### config.mk
export PLATFORM = sky130hd
export DESIGN_NAME = core_run_controller
export DESIGN_NICKNAME = d
export VERILOG_FILES = /design/src/rtl/core_run_controller.sv
export SDC_FILE = /design/constraint.sdc
export NUM_CORES = 1
export LEC_CHECK = 0
export ABC_AREA = 0
export BUFFER_PORTS_ARGS = -buffer_cell sky130_fd_sc_hd__buf_2
export CORE_ASPECT_RATIO = 0.8
export CORE_UTILIZATION = 44
export CTS_CLUSTER_DIAMETER = 120
export CTS_CLUSTER_SIZE = 8
export DETAILED_ROUTE_END_ITERATION = 8
export PLACE_DENSITY = 0.73
export SYNTH_ARGS = -nofsm -noshare
export SYNTH_HDL_FRONTEND = slang
export SYNTH_SLANG_ARGS = --single-unit
### constraint.sdc
create_clock -name clk -period 4.2 [get_ports clk]
set_input_delay 0.42 -clock clk [delete_from_list [all_inputs] [get_ports clk]]
set_output_delay 0.42 -clock clk [all_outputs]
set_load 0.005 [all_outputs]
### src/rtl/core_run_controller.sv
// Run/reset sequencer: holds the core in reset, runs it, drains on halt, stops on timeout.
// Optional PC-stall halt detection is built when RUNCTL_STALL_DETECT_EN is defined.
module core_run_controller #(
   parameter int CNT_W        = 32,
   parameter int RESET_CYCLES = 4,
   parameter int MAX_CYCLES   = 1000,
   parameter int DRAIN_CYCLES = 4,
   parameter int XLEN         = 32,
   parameter int STALL_LIMIT  = 8
) (
   input  logic             clk,
   input  logic             reset,
   input  logic             halt_i,
   input  logic [XLEN-1:0]  pc_i,
   output logic             core_reset,
   output logic             core_run,
   output logic [CNT_W-1:0] cycle_count,
   output logic             done,
   output logic             timed_out,
   output logic             stall_halt,
   output logic [1:0]       state_o
);

   typedef enum logic [1:0] {
      S_HOLD  = 2'd0,
      S_RUN   = 2'd1,
      S_DRAIN = 2'd2,
      S_DONE  = 2'd3
   } state_e;

   localparam int HW = (RESET_CYCLES > 1) ? $clog2(RESET_CYCLES) : 1;
   localparam int DW = (DRAIN_CYCLES > 1) ? $clog2(DRAIN_CYCLES) : 1;
   localparam logic [HW-1:0]    HOLD_LAST  = HW'(RESET_CYCLES - 1);
   localparam logic [DW-1:0]    DRAIN_LAST = DW'(DRAIN_CYCLES - 1);
   localparam logic [CNT_W-1:0] MAX_M1     = CNT_W'(MAX_CYCLES - 1);

   state_e           state_q, state_d;
   logic [HW-1:0]    hold_q, hold_d;
   logic [DW-1:0]    drain_q, drain_d;
   logic [CNT_W-1:0] cnt_q, cnt_d, cnt_inc;
   logic             to_q, to_d;
   logic             sh_q, sh_d;
   logic             stall_hit;
   logic             eff_halt;

`ifdef RUNCTL_STALL_DETECT_EN
   localparam int SW = (STALL_LIMIT > 1) ? $clog2(STALL_LIMIT) : 1;
   localparam logic [SW-1:0] STALL_LAST = SW'(STALL_LIMIT - 1);

   logic [XLEN-1:0] pc_q, pc_d;
   logic [SW-1:0]   stall_q, stall_d;
   logic            pc_same;

   assign pc_same   = (pc_i == pc_q);
   assign stall_hit = (state_q == S_RUN) && pc_same
                      && (stall_q == STALL_LAST);

   always_comb begin
      pc_d    = pc_q;
      stall_d = stall_q;
      if (state_q == S_RUN) begin
         pc_d    = pc_i;
         stall_d = pc_same ? stall_q + SW'(1) : '0;
      end
   end

   always_ff @(posedge clk or posedge reset) begin
      if (reset) begin
         pc_q    <= '0;
         stall_q <= '0;
      end else begin
         pc_q    <= pc_d;
         stall_q <= stall_d;
      end
   end
`else
   logic unused_pc;

   assign unused_pc = ^pc_i;
   assign stall_hit = 1'b0;
`endif

   // saturate rather than wrap so a runaway run stays visibly maxed out
   assign cnt_inc  = (cnt_q == '1) ? cnt_q : cnt_q + CNT_W'(1);
   assign eff_halt = halt_i | stall_hit;

   always_comb begin
      state_d = state_q;
      hold_d  = hold_q;
      drain_d = drain_q;
      cnt_d   = cnt_q;
      to_d    = to_q;
      sh_d    = sh_q;
      unique case (state_q)
         S_HOLD: begin
            if (hold_q == HOLD_LAST) state_d = S_RUN;
            else hold_d = hold_q + HW'(1);
         end
         S_RUN: begin
            cnt_d = cnt_inc;
            if (eff_halt) begin
               sh_d    = sh_q | stall_hit;
               drain_d = '0;
               state_d = (DRAIN_CYCLES == 0) ? S_DONE : S_DRAIN;
            end else if (MAX_CYCLES != 0 && cnt_q == MAX_M1) begin
               state_d = S_DONE;
               to_d    = 1'b1;
            end
         end
         S_DRAIN: begin
            cnt_d = cnt_inc;
            if (drain_q == DRAIN_LAST) state_d = S_DONE;
            else drain_d = drain_q + DW'(1);
         end
         S_DONE: begin
            state_d = S_DONE;
         end
         default: state_d = S_HOLD;
      endcase
   end

   always_ff @(posedge clk or posedge reset) begin
      if (reset) begin
         state_q <= S_HOLD;
         hold_q  <= '0;
         drain_q <= '0;
         cnt_q   <= '0;
         to_q    <= 1'b0;
         sh_q    <= 1'b0;
      end else begin
         state_q <= state_d;
         hold_q  <= hold_d;
         drain_q <= drain_d;
         cnt_q   <= cnt_d;
         to_q    <= to_d;
         sh_q    <= sh_d;
      end
   end

   assign core_reset  = (state_q == S_HOLD);
   assign core_run    = (state_q == S_RUN) || (state_q == S_DRAIN);
   assign done        = (state_q == S_DONE);
   assign cycle_count = cnt_q;
   assign timed_out   = to_q;
   assign stall_halt  = sh_q;
   assign state_o     = state_q;

endmodule
# After elaboration in Yosys (flattened, before gate mapping)

Index checks and enable logic that the tools add are counted.

Register bits: 39
Latch bits: 0
RAM bits: 0
Memory bits (read-only): 0
Bits of input ports: 35
Output and inout port bits: 39
Word-level logic and storage cells: 40
Memories: 0

Add/subtract/negate cells: 3
Multiply operators: 0
Div/mod/pow operators: 0
$lt $le $gt $ge: 0
Equality and inequality tests: 12
Shifts and indexed selects: 0
Muxes and demuxes: 8
Bitwise operators: 3
Reductions and logical operators: 9

Operator list:

| operator              | count |
|---|---|
| $add 32x1->32 const B | 1 |
| $eq 32x10->1 const B  | 1 |
| $eq 32x32->1 const B  | 1 |
| $mux 2                | 6 |
| $reduce_and 3->1      | 3 |
| $eq 2x2->1 const B    | 4 |
| $pmux 2 s4            | 1 |
| $ne 2x2->1 const B    | 3 |
| $add 2x1->2 const B   | 2 |
| $pmux 2 s2            | 1 |
| $reduce_and 2->1      | 2 |
| $ne 3x3->1 const B    | 1 |
| $not 1->1             | 3 |
| $eq 2x1->1 const B    | 1 |
| $logic_not 2->1       | 1 |
| $ne 2x1->1 const B    | 1 |
| $reduce_bool 2->1     | 1 |
| $reduce_or 2->1       | 1 |
| $logic_or 1x1->1      | 1 |

# Depth between registers and ports, before layout

Gate-level depths: netlist of the first run.

Depth after elaboration: 4
Depth in mapped cells: 8

# Least setup slack after synthesis of the first run

Ideal clock, no wire load.

Path type: reg2reg
Start point: register state_q[0] (netlist: state_o[0])
End point: register cnt_q[21] (netlist: cycle_count[21])
Library setup time: 79 ps
Arrival: 2046 ps
Data required time: 4121 ps
Path slack: 2075 ps
Stages on the path, launching flop included: 9
Period minus slack after synthesis: 2125 ps
Path through: dfrtp_1 -> inv_1 -> ha_1 -> inv_1 -> or3_1 -> a311o_1 -> buf_2 -> nor4_1 -> xor2_1

Longest elaborated chain between the ends: 3
Elaborated cells on any way between the ends: 4
Those cells by class: 2 x eq/ne; 2 x reduce/logical

Ends and longest elaborated chain:

| what                                            | RTL line | RTL |
|---|---|---|
| from (decl)                                     | 37       | `state_e state_q, state_d;` |
| from (signal assigned)                          | 131      | `state_q <= state_d;` |
| $eq 2x1->1 / $eq 2x2->1 (equally long branches) | 94       | `unique case (state_q)` |
| $reduce_or 2->1 (no line) (*)                   | --       |  |
| $reduce_and 2->1 (no line) (*)                  | --       |  |
| to (signal assigned)                            | 134      | `cnt_q <= cnt_d;` |
| to (decl)                                       | 40       | `logic [CNT_W-1:0] cnt_q, cnt_d, cnt_inc;` |

Mark *: on every way between the ends. The rest lies on a longest branch, timed or not.
A chain may end at the register's enable or synchronous reset.

# Worst setup path in the final report of the first run

Ends and elaborated chain as after synthesis.

==> results.txt, run 1 <==
----------------------------------------------------
[Run status]
  Result of the run ... complete, no violations

[GRT]
  GR Util All Layers ... 18.8%
  Global-route met1 utilization ... 26.0%
  Antenna violations before repair ... 0
  Number of global-route vias before repair ... 1,379
  Most crowded layer after global routing ... met2
  Largest net degree at the start of global routing ... 40
  Met2 usage ... 28.2%
  First-pass GRT wire length ... 6.69 mm
  Global route total overflow ... 0
  Fraction of met3 tracks used by global routing ... 4.53%

[Routing]
  Number of iterations in the first detailed-routing pass ... 4
  Initial drt markers ... 67
  Antenna viol nets, final ... 0
  Post-DR vias/cell ... 5.31
  Routed wirelength normalized by instance count ... 14.0 µm
  DRC ... 0
  Wire length reported by the detailed router ... 4.03 mm
  Overall via count from detail_route ... 1,529

[Synth]
  Avg Synthesized Cell Area ... 10.7 µm²
  Yosys warning count ... 0
  Synth cell types ... 40
  Cell types occupying the most area after synthesis ... sky130_fd_sc_hd__dfrtp_1, sky130_fd_sc_hd__xnor2_1, sky130_fd_sc_hd__xor2_1
  Basic-gate share of the synthesized area counting and, or, nand and nor cells ... 22.5%
  Mapped Cells ... 186
  Synthesized netlist net count ... 228
  Complex-gate fraction of the synthesized area ... 5.67%
  Total of flip-flops plus latches after synthesis ... 39
  Share of synthesized area spent on multiplexers ... 1.64%
  Portion of the post-synthesis area used by sequential elements ... 49.1%
  Adder-cell area share of the yosys netlist ... 4.41%
  Cell Area, Synth ... 0.00199 mm²
  Dominant combinational cell family by area after synthesis ... simple AND/OR/NAND/NOR gates
  Area share of xor/xnor cells in the synthesized design ... 14.1%
  Synth top area share ... 49.1%
  Top cell type by total area after synthesis ... sky130_fd_sc_hd__dfrtp_1

[Die]
  Boundary Pins ... 74
  Initial Utilization ... 46.6%
  Total die area ... 0.00479 mm²
  Die outline height ... 62.1 µm
  Die extent in x ... 77.1 µm
  Core outline area ... 0.00426 mm²
  Number of cell rows ... 21

[Timing]
  Period minus WS final ... 2290 ps
  Clk_skew ... 12.2 ps
  Final count of hold timing violations ... 0
  Period utilization ... 54.5%
  Final Setup Violations ... 0
  Post-route setup TNS ... 0 ps
  Worst-Margin Slew ... 617 ps
  Worst slew margin relative to its limit ... 58.5%
  Timing-limited maximum frequency ... 437 MHz
  Final worst setup slack ... 1910 ps
  RSZ-0062 raised after global routing ... false
  Max-slew violation count ... 0

[Worst setup path]
  Register-to-Register Path Depth ... 7
  Worst path required time ... 4420 ps
  Endpoint of the most critical register-to-register path ... cycle_count[21]
  Reg-to-reg slack, setup ... 1910 ps
  Critical path type ... reg2reg
  Worst setup EP type ... flop
  Max Fanout on Critical Path ... 8
  Arr. time, crit path ... 2510 ps
  CP startpoint kind ... flop
  Launch instance of the worst register-to-register path ... state_o[0]

[Clock network]
  Root Buffer Master ... sky130_fd_sc_hd__clkbuf_8
  TritonCTS Buffers ... 5
  Clk sinks ... 39
  H-Tree Level Count ... 2
  Later-pin clock latency in the skew report ... 300 ps
  Hold-fix buffer count after cts ... 0
  Gates resized, CTS repair ... 0
  CTS tree ... yes
  Clock transition at the registers of the reported paths ... 80 ps
  Clock Tree Buf Depth ... 2
  Post-CTS Repair Setup Buffers ... 0

[Power and ir drop]
  Pwr Total ... 0.619 mW
  Static leakage ... 1.17 nW
  Sequential share of power ... 60.6%
  Maximum ir drop on the vdd rail ... 176 µV
  Net switching share of the total power ... 21.3%
  P per Cell Area ... 266 mW/mm²
  Power spent charging and discharging nets ... 0.132 mW
  Pint ... 0.487 mW
  Logic pwr share ... 1.4%
  Part of the total power dissipated in the clock network ... 37.9%

[Final layout]
  Proportion of layout cells with a drive suffix above 1 ... 24.7%
  Layout overhead on the synthesized area ... 17.3%
  Antenna diode count ... 0
  Final net count ... 274

[Min path]
  Class of the tightest hold or removal check ... in2async

[Placed design]
  Estimated wirelength of the detail-placed design ... 2.95 mm
  Setup slack at placement ... 1920 ps
  Buffers on Ports ... 40
  Placer's final routability congestion estimate ... 0.759

[Flow run]
  Max-cap violations ... 0

----------------------------------------------------
[logic make-up after synthesis]
| logic type | Yosys count |
|---|---|
| other | 1 |
| buffers and inverters | 11 |
| xor gates and xnor gates | 32 |
| DFF | 39 |
| adders and majority gates | 7 |
| AOI/OAI and AO/OA | 14 |
| and+or+nand+nor | 79 |
| muxes | 3 |
[cell usage in the layout, fill, tap and decap left out, types with 2 or more instances in the layout]
cell type and count:
sky130_fd_sc_hd__buf_2 40, sky130_fd_sc_hd__dfrtp_1 39, sky130_fd_sc_hd__xnor2_1 17, sky130_fd_sc_hd__xor2_1 15, sky130_fd_sc_hd__nor2_1 13, sky130_fd_sc_hd__nand3_1 12, sky130_fd_sc_hd__nand2_1 12, sky130_fd_sc_hd__inv_1 9
sky130_fd_sc_hd__nand4_1 8, sky130_fd_sc_hd__nor4_1 7, sky130_fd_sc_hd__ha_1 7, sky130_fd_sc_hd__and4_1 5, sky130_fd_sc_hd__nor3_1 5, sky130_fd_sc_hd__clkbuf_8 5, sky130_fd_sc_hd__a21oi_1 3, sky130_fd_sc_hd__and3_1 2
sky130_fd_sc_hd__and2_1 2, sky130_fd_sc_hd__or4_1 2, sky130_fd_sc_hd__nor4b_1 2, sky130_fd_sc_hd__or2_2 2, sky130_fd_sc_hd__mux2_2 2, sky130_fd_sc_hd__o21ai_0 2
[through the flow]
stage / hold slack, ps / instances / area [µm²] / util, %
after floorplan: 453 / 186 / 1990 / -
after global placement: 454 / 282 / 2250 / 52.9
after detailed placement: 472 / 282 / 2250 / 52.9
after CTS: 242 / 288 / 2330 / 54.7
after global routing: 267 / 288 / 2330 / 54.7
final: 226 / 288 / 2330 / 54.7
[flip-flops by register name (all words and copies together) (netlist names)]
name / cells
cycle_count: 32
drain_q: 2
hold_q: 2
state_o: 2
timed_out: 1
[worst max path at each step]
stage | from | to | depth (start not counted)
after floorplan | state_o[0] | cycle_count[21] | 8
after global placement | state_o[0] | cycle_count[21] | 7
after detailed placement | state_o[0] | cycle_count[21] | 7
after CTS | state_o[0] | cycle_count[21] | 7
after global routing | state_o[0] | cycle_count[21] | 7
final | state_o[0] | cycle_count[21] | 7
[layout make-up]
type                       instances  area [µm²]
fill                             401        1930
sequential                        39         976
multi-input combinational        136         963
timing repair buffer              41         208
tap                               57        71.3
clock buffer                       5        68.8
inverter                           9        33.8
clock inverter                     1        7.51
[worst max-delay path: stages (launching register included)]
cell                      delay [ps]
sky130_fd_sc_hd__dfrtp_1         400
sky130_fd_sc_hd__inv_1            90
sky130_fd_sc_hd__ha_1            330
sky130_fd_sc_hd__inv_1            70
sky130_fd_sc_hd__or3_1           400
sky130_fd_sc_hd__a311o_1         480
sky130_fd_sc_hd__nor4_1          280
sky130_fd_sc_hd__xor2_1          170
[power groups by stage]
stage               Clock, mW  Combinational [mW]  Sequential [mW]
finish                  0.235             0.00890            0.375
detailed placement          0             0.00964            0.383
global placement            0             0.00963            0.383
global route            0.261              0.0109            0.375
floorplan                   0             0.00653            0.383
CTS                     0.244             0.00968            0.375
[cells in the mapped netlist, drive strengths merged]
library cell,count
nor2,13
dfrtp,39
inv,9
a41oi,1
a311o,1
buf,2
a31o,1
or4,2
nor3,7
mux2,2
and2,2
a21o,1
or3,1
nand2b,1
nor4,7
nand3,12
nor2b,1
mux2i,1
a21oi,3
nand3b,1
conb,1
o22ai,1
and3,2
or2b,1
a211o,1
ha,7
and4,5
xor2,15
nor4b,2
o31a,1
o21ai,2
o221ai,1
nand4,8
a31oi,1
or2,2
xnor2,17
nand2,12
[metal layers]
metal  vias to the layer above  routed length, µm
met1                       734               2030
met5                         -                  0
met2                        31               1770
li1                        756                  -
met3                         8                155
met4                         0                 71
Power figures use the tool's default switching activity.
==> inputs of run 2 (changes only) <==
--- a/config.mk
+++ b/config.mk
@@ -12,7 +12,7 @@
 export CTS_CLUSTER_DIAMETER = 120
 export CTS_CLUSTER_SIZE = 8
 export DETAILED_ROUTE_END_ITERATION = 8
-export PLACE_DENSITY = 0.73
+export PLACE_DENSITY = 0.75
 export SYNTH_ARGS = -nofsm -noshare
 export SYNTH_HDL_FRONTEND = slang
 export SYNTH_SLANG_ARGS = --single-unit
==> constraint.sdc (replaced) <==
create_clock -name clk -period 2 [get_ports clk]
set_input_delay 0.2 -clock clk [delete_from_list [all_inputs] [get_ports clk]]
set_output_delay 0.2 -clock clk [all_outputs]
set_load 0.005 [all_outputs]
==> run 2 against run 1 <==
Sequential power is 110% higher. Final area is 19% higher. Clock power grew to 2.9 times the previous value. First-iteration DRC count is 88% higher. Critical endpoint is now cycle_count[23]. Non-clock buffer count is 43 higher. Core utilization is 11 points higher.
==> results.txt, run 2 (synthesis gave the netlist of run 1 again) <==
----------------------------------------------------
[Worst setup path]
  CP most frequent cell ... sky130_fd_sc_hd__inv_2
  Arr. time, crit path ... 2160 ps (-350 ps)
  CP startpoint kind ... flop
  Register-to-Register Path Depth ... 8 (+1)
  Crit path largest cell delay ... 380 ps (-100 ps)
  Critical path type ... reg2reg
  Launch instance of the worst register-to-register path ... state_o[0]
  Kind of cell adding the most delay to the critical path ... simple AND/OR/NAND/NOR gates
  Worst setup EP type ... flop
  Number of buffers and inverters on the critical path ... 3 (+1)
  Max Fanout on Critical Path ... 3 (-5)
  Critical path cell sequence ... inv_2 -> ha_4 -> inv_2 -> or3_4 -> a311o_2 -> buf_6 -> nor4_4 -> xor2_1
  Worst path required time ... 2220 ps (-2200 ps)
  Endpoint of the most critical register-to-register path ... cycle_count[23]
  Slowest library cell on the worst path ... sky130_fd_sc_hd__a311o_2
  Reg-to-reg slack, setup ... 60 ps (-1860 ps)

[Final layout]
  Number of flip-flops under the largest register name ... 32 (unchanged)
  Sequential standard cell area ... 976 µm² (unchanged)
  Layout overhead on the synthesized area ... 40.0%
  Utilization after layout ... 65.3% (+11 points)
  Antenna diode count ... 0 (unchanged)
  Post-Layout Cell Count ... 333 (+16%)
  Final Cell Area ... 0.00278 mm² (+19%)
  Fill count ... 349 (-13%)
  Multi-input combinational cell area ... 0.00105 mm² (+8.7%)
  Final net count ... 317 (+16%)
  Proportion of layout cells with a drive suffix above 1 ... 42.8% (+18 points)
  Leading cell type in the layout, fill and taps excluded ... sky130_fd_sc_hd__buf_4
  Commonest cells after routing, fill and taps aside ... sky130_fd_sc_hd__buf_4, sky130_fd_sc_hd__buf_2, sky130_fd_sc_hd__dfrtp_1

[Routing]
  Post-DR vias/cell ... 5.12 (-3.5%)
  Initial drt markers ... 126 (+88%)
  DRC ... 0 (unchanged)
  Antenna viol nets, final ... 0 (unchanged)
  Number of iterations in the first detailed-routing pass ... 4 (unchanged)
  Routed wirelength normalized by instance count ... 14.0 µm (-0.18%)
  Overall via count from detail_route ... 1,706 (+12%)
  Wire length reported by the detailed router ... 4.65 mm (+15%)

[Min path]
  Class of the tightest hold or removal check ... in2async

[Die]
  Total die area ... 0.00479 mm² (unchanged)
  Die outline height ... 62.1 µm (unchanged)
  Die extent in x ... 77.1 µm (unchanged)
  Core outline area ... 0.00426 mm² (unchanged)
  Boundary Pins ... 74 (unchanged)
  Number of cell rows ... 21 (unchanged)
  Initial Utilization ... 46.6% (unchanged)

[Clock network]
  Hold-fix buffer count after cts ... 0 (unchanged)
  Later-pin clock latency in the skew report ... 300 ps (about the same)
  Clk sinks ... 39 (unchanged)
  Root Buffer Master ... sky130_fd_sc_hd__clkbuf_8
  H-Tree Level Count ... 2 (unchanged)
  CTS tree ... yes
  TritonCTS Buffers ... 5 (unchanged)
  Clock transition at the registers of the reported paths ... 80 ps (about the same)
  Clock Tree Buf Depth ... 2 (unchanged)

[Timing]
  Final Setup Violations ... 0 (unchanged)
  Max-slew violation count ... 0 (unchanged)
  Period minus WS final ... 1940 ps (-344 ps)
  Timing-limited maximum frequency ... 515 MHz (+18%)
  Period utilization ... 97.1% (+43 points)
  RSZ-0062 raised after global routing ... true
  Final count of hold timing violations ... 0 (unchanged)
  Clk_skew ... 8.31 ps (-3.89 ps)

[GRT]
  GR Util All Layers ... 21.3% (+2.4 points)
  Largest net degree at the start of global routing ... 40 (unchanged)
  First-pass GRT wire length ... 7.49 mm (+12%)
  Global route total overflow ... 0 (unchanged)
  Number of global-route vias before repair ... 1,597 (+16%)
  Antenna violations before repair ... 0 (unchanged)

[Power and ir drop]
  Maximum ir drop on the vdd rail ... 365 µV (+110%)
  Sequential share of power ... 52.9% (-7.7 points)
  Pwr Total ... 1.49 mW (+140%)
  Part of the total power dissipated in the clock network ... 45.8% (+7.9 points)
  P per Cell Area ... 536 mW/mm² (+100%)
  Static leakage ... 1.46 nW (+25%)
  Power spent charging and discharging nets ... 0.296 mW (+120%)
  Net switching share of the total power ... 19.8% (-1.5 points)
  Pint ... 1.19 mW (+150%)
  Logic pwr share ... 1.3% (about the same)

[Run status]
  Result of the run ... complete, no violations

[Placed design]
  Area of placed instances ... 0.00260 mm² (+15%)
  Buffers on Ports ... 40 (unchanged)
  DP Cell Count ... 324 (+15%)
  Estimated wirelength of the detail-placed design ... 3.46 mm (+17%)
  Placer's final routability congestion estimate ... 0.789 (+4.0%)

[Flow run]
  Max-cap violations ... 0 (unchanged)

----------------------------------------------------
## run 2: stage by stage
stage	worst slack (ps)	setup TNS, ps	hold WS (ps)
2_1_floorplan	16.9	0	405
3_3_place_gp	-14.7	-18.6	344
3_5_place_dp	-30.1	-50.0	342
4_1_cts	-11.0	-11.0	16.6
5_1_grt	-29.0	-52.6	42.9
6_report	57.2	0	2.38
## run 2: power groups by stage
stage          clock, mW  sequential, mW  combinational [mW]
4_1_cts            0.696           0.788              0.0201
5_1_grt            0.725           0.788              0.0222
3_5_place_dp           0           0.803              0.0202
6_report           0.683           0.788              0.0191
3_3_place_gp           0           0.803              0.0202
2_1_floorplan          0           0.803              0.0137
## run 2: cell type report
| type | instances | share of cell area (%) |
|---|---|---|
| Clock inverter | 2 | 1.26 |
| Timing Repair Buffer | 84 | 19.2 |
| Tap cell | 57 | 2.57 |
| Clock buffer | 6 | 2.97 |
| Sequential cell | 39 | 35.1 |
| Inverter | 9 | 1.22 |
| Multi-Input combinational cell | 136 | 37.7 |
## run 2: metal layers
layer / GRT usage, % / share of wire [%]
met1: 28.4 / 48
met2: 33.8 / 46
met3: 4.09 / 3.5
met4: 11.3 / 2.0
met5: 0 / 0
## run 2: worst max-delay path by stage
| stage | start | end | cells after the start |
|---|---|---|---|
| after floorplan | state_o[0] | cycle_count[21] | 8 |
| after global placement | cycle_count[12] | state_o[1] | 5 |
| after detailed placement | cycle_count[12] | state_o[1] | 5 |
| after CTS | state_o[0] | cycle_count[23] | 8 |
| after global routing | state_o[1] | cycle_count[23] | 8 |
| final | state_o[0] | cycle_count[23] | 8 |
## run 2: timing repair
action	CTS	global route
pin swaps	3	5
endpoints found under the setup margin	3	14
gates resized for setup	4	10
setup buffers	0	1
## run 2: worst min-delay path: cells and delay by family
kind                   cells  cell delay (ps)
buffers and inverters      3              540
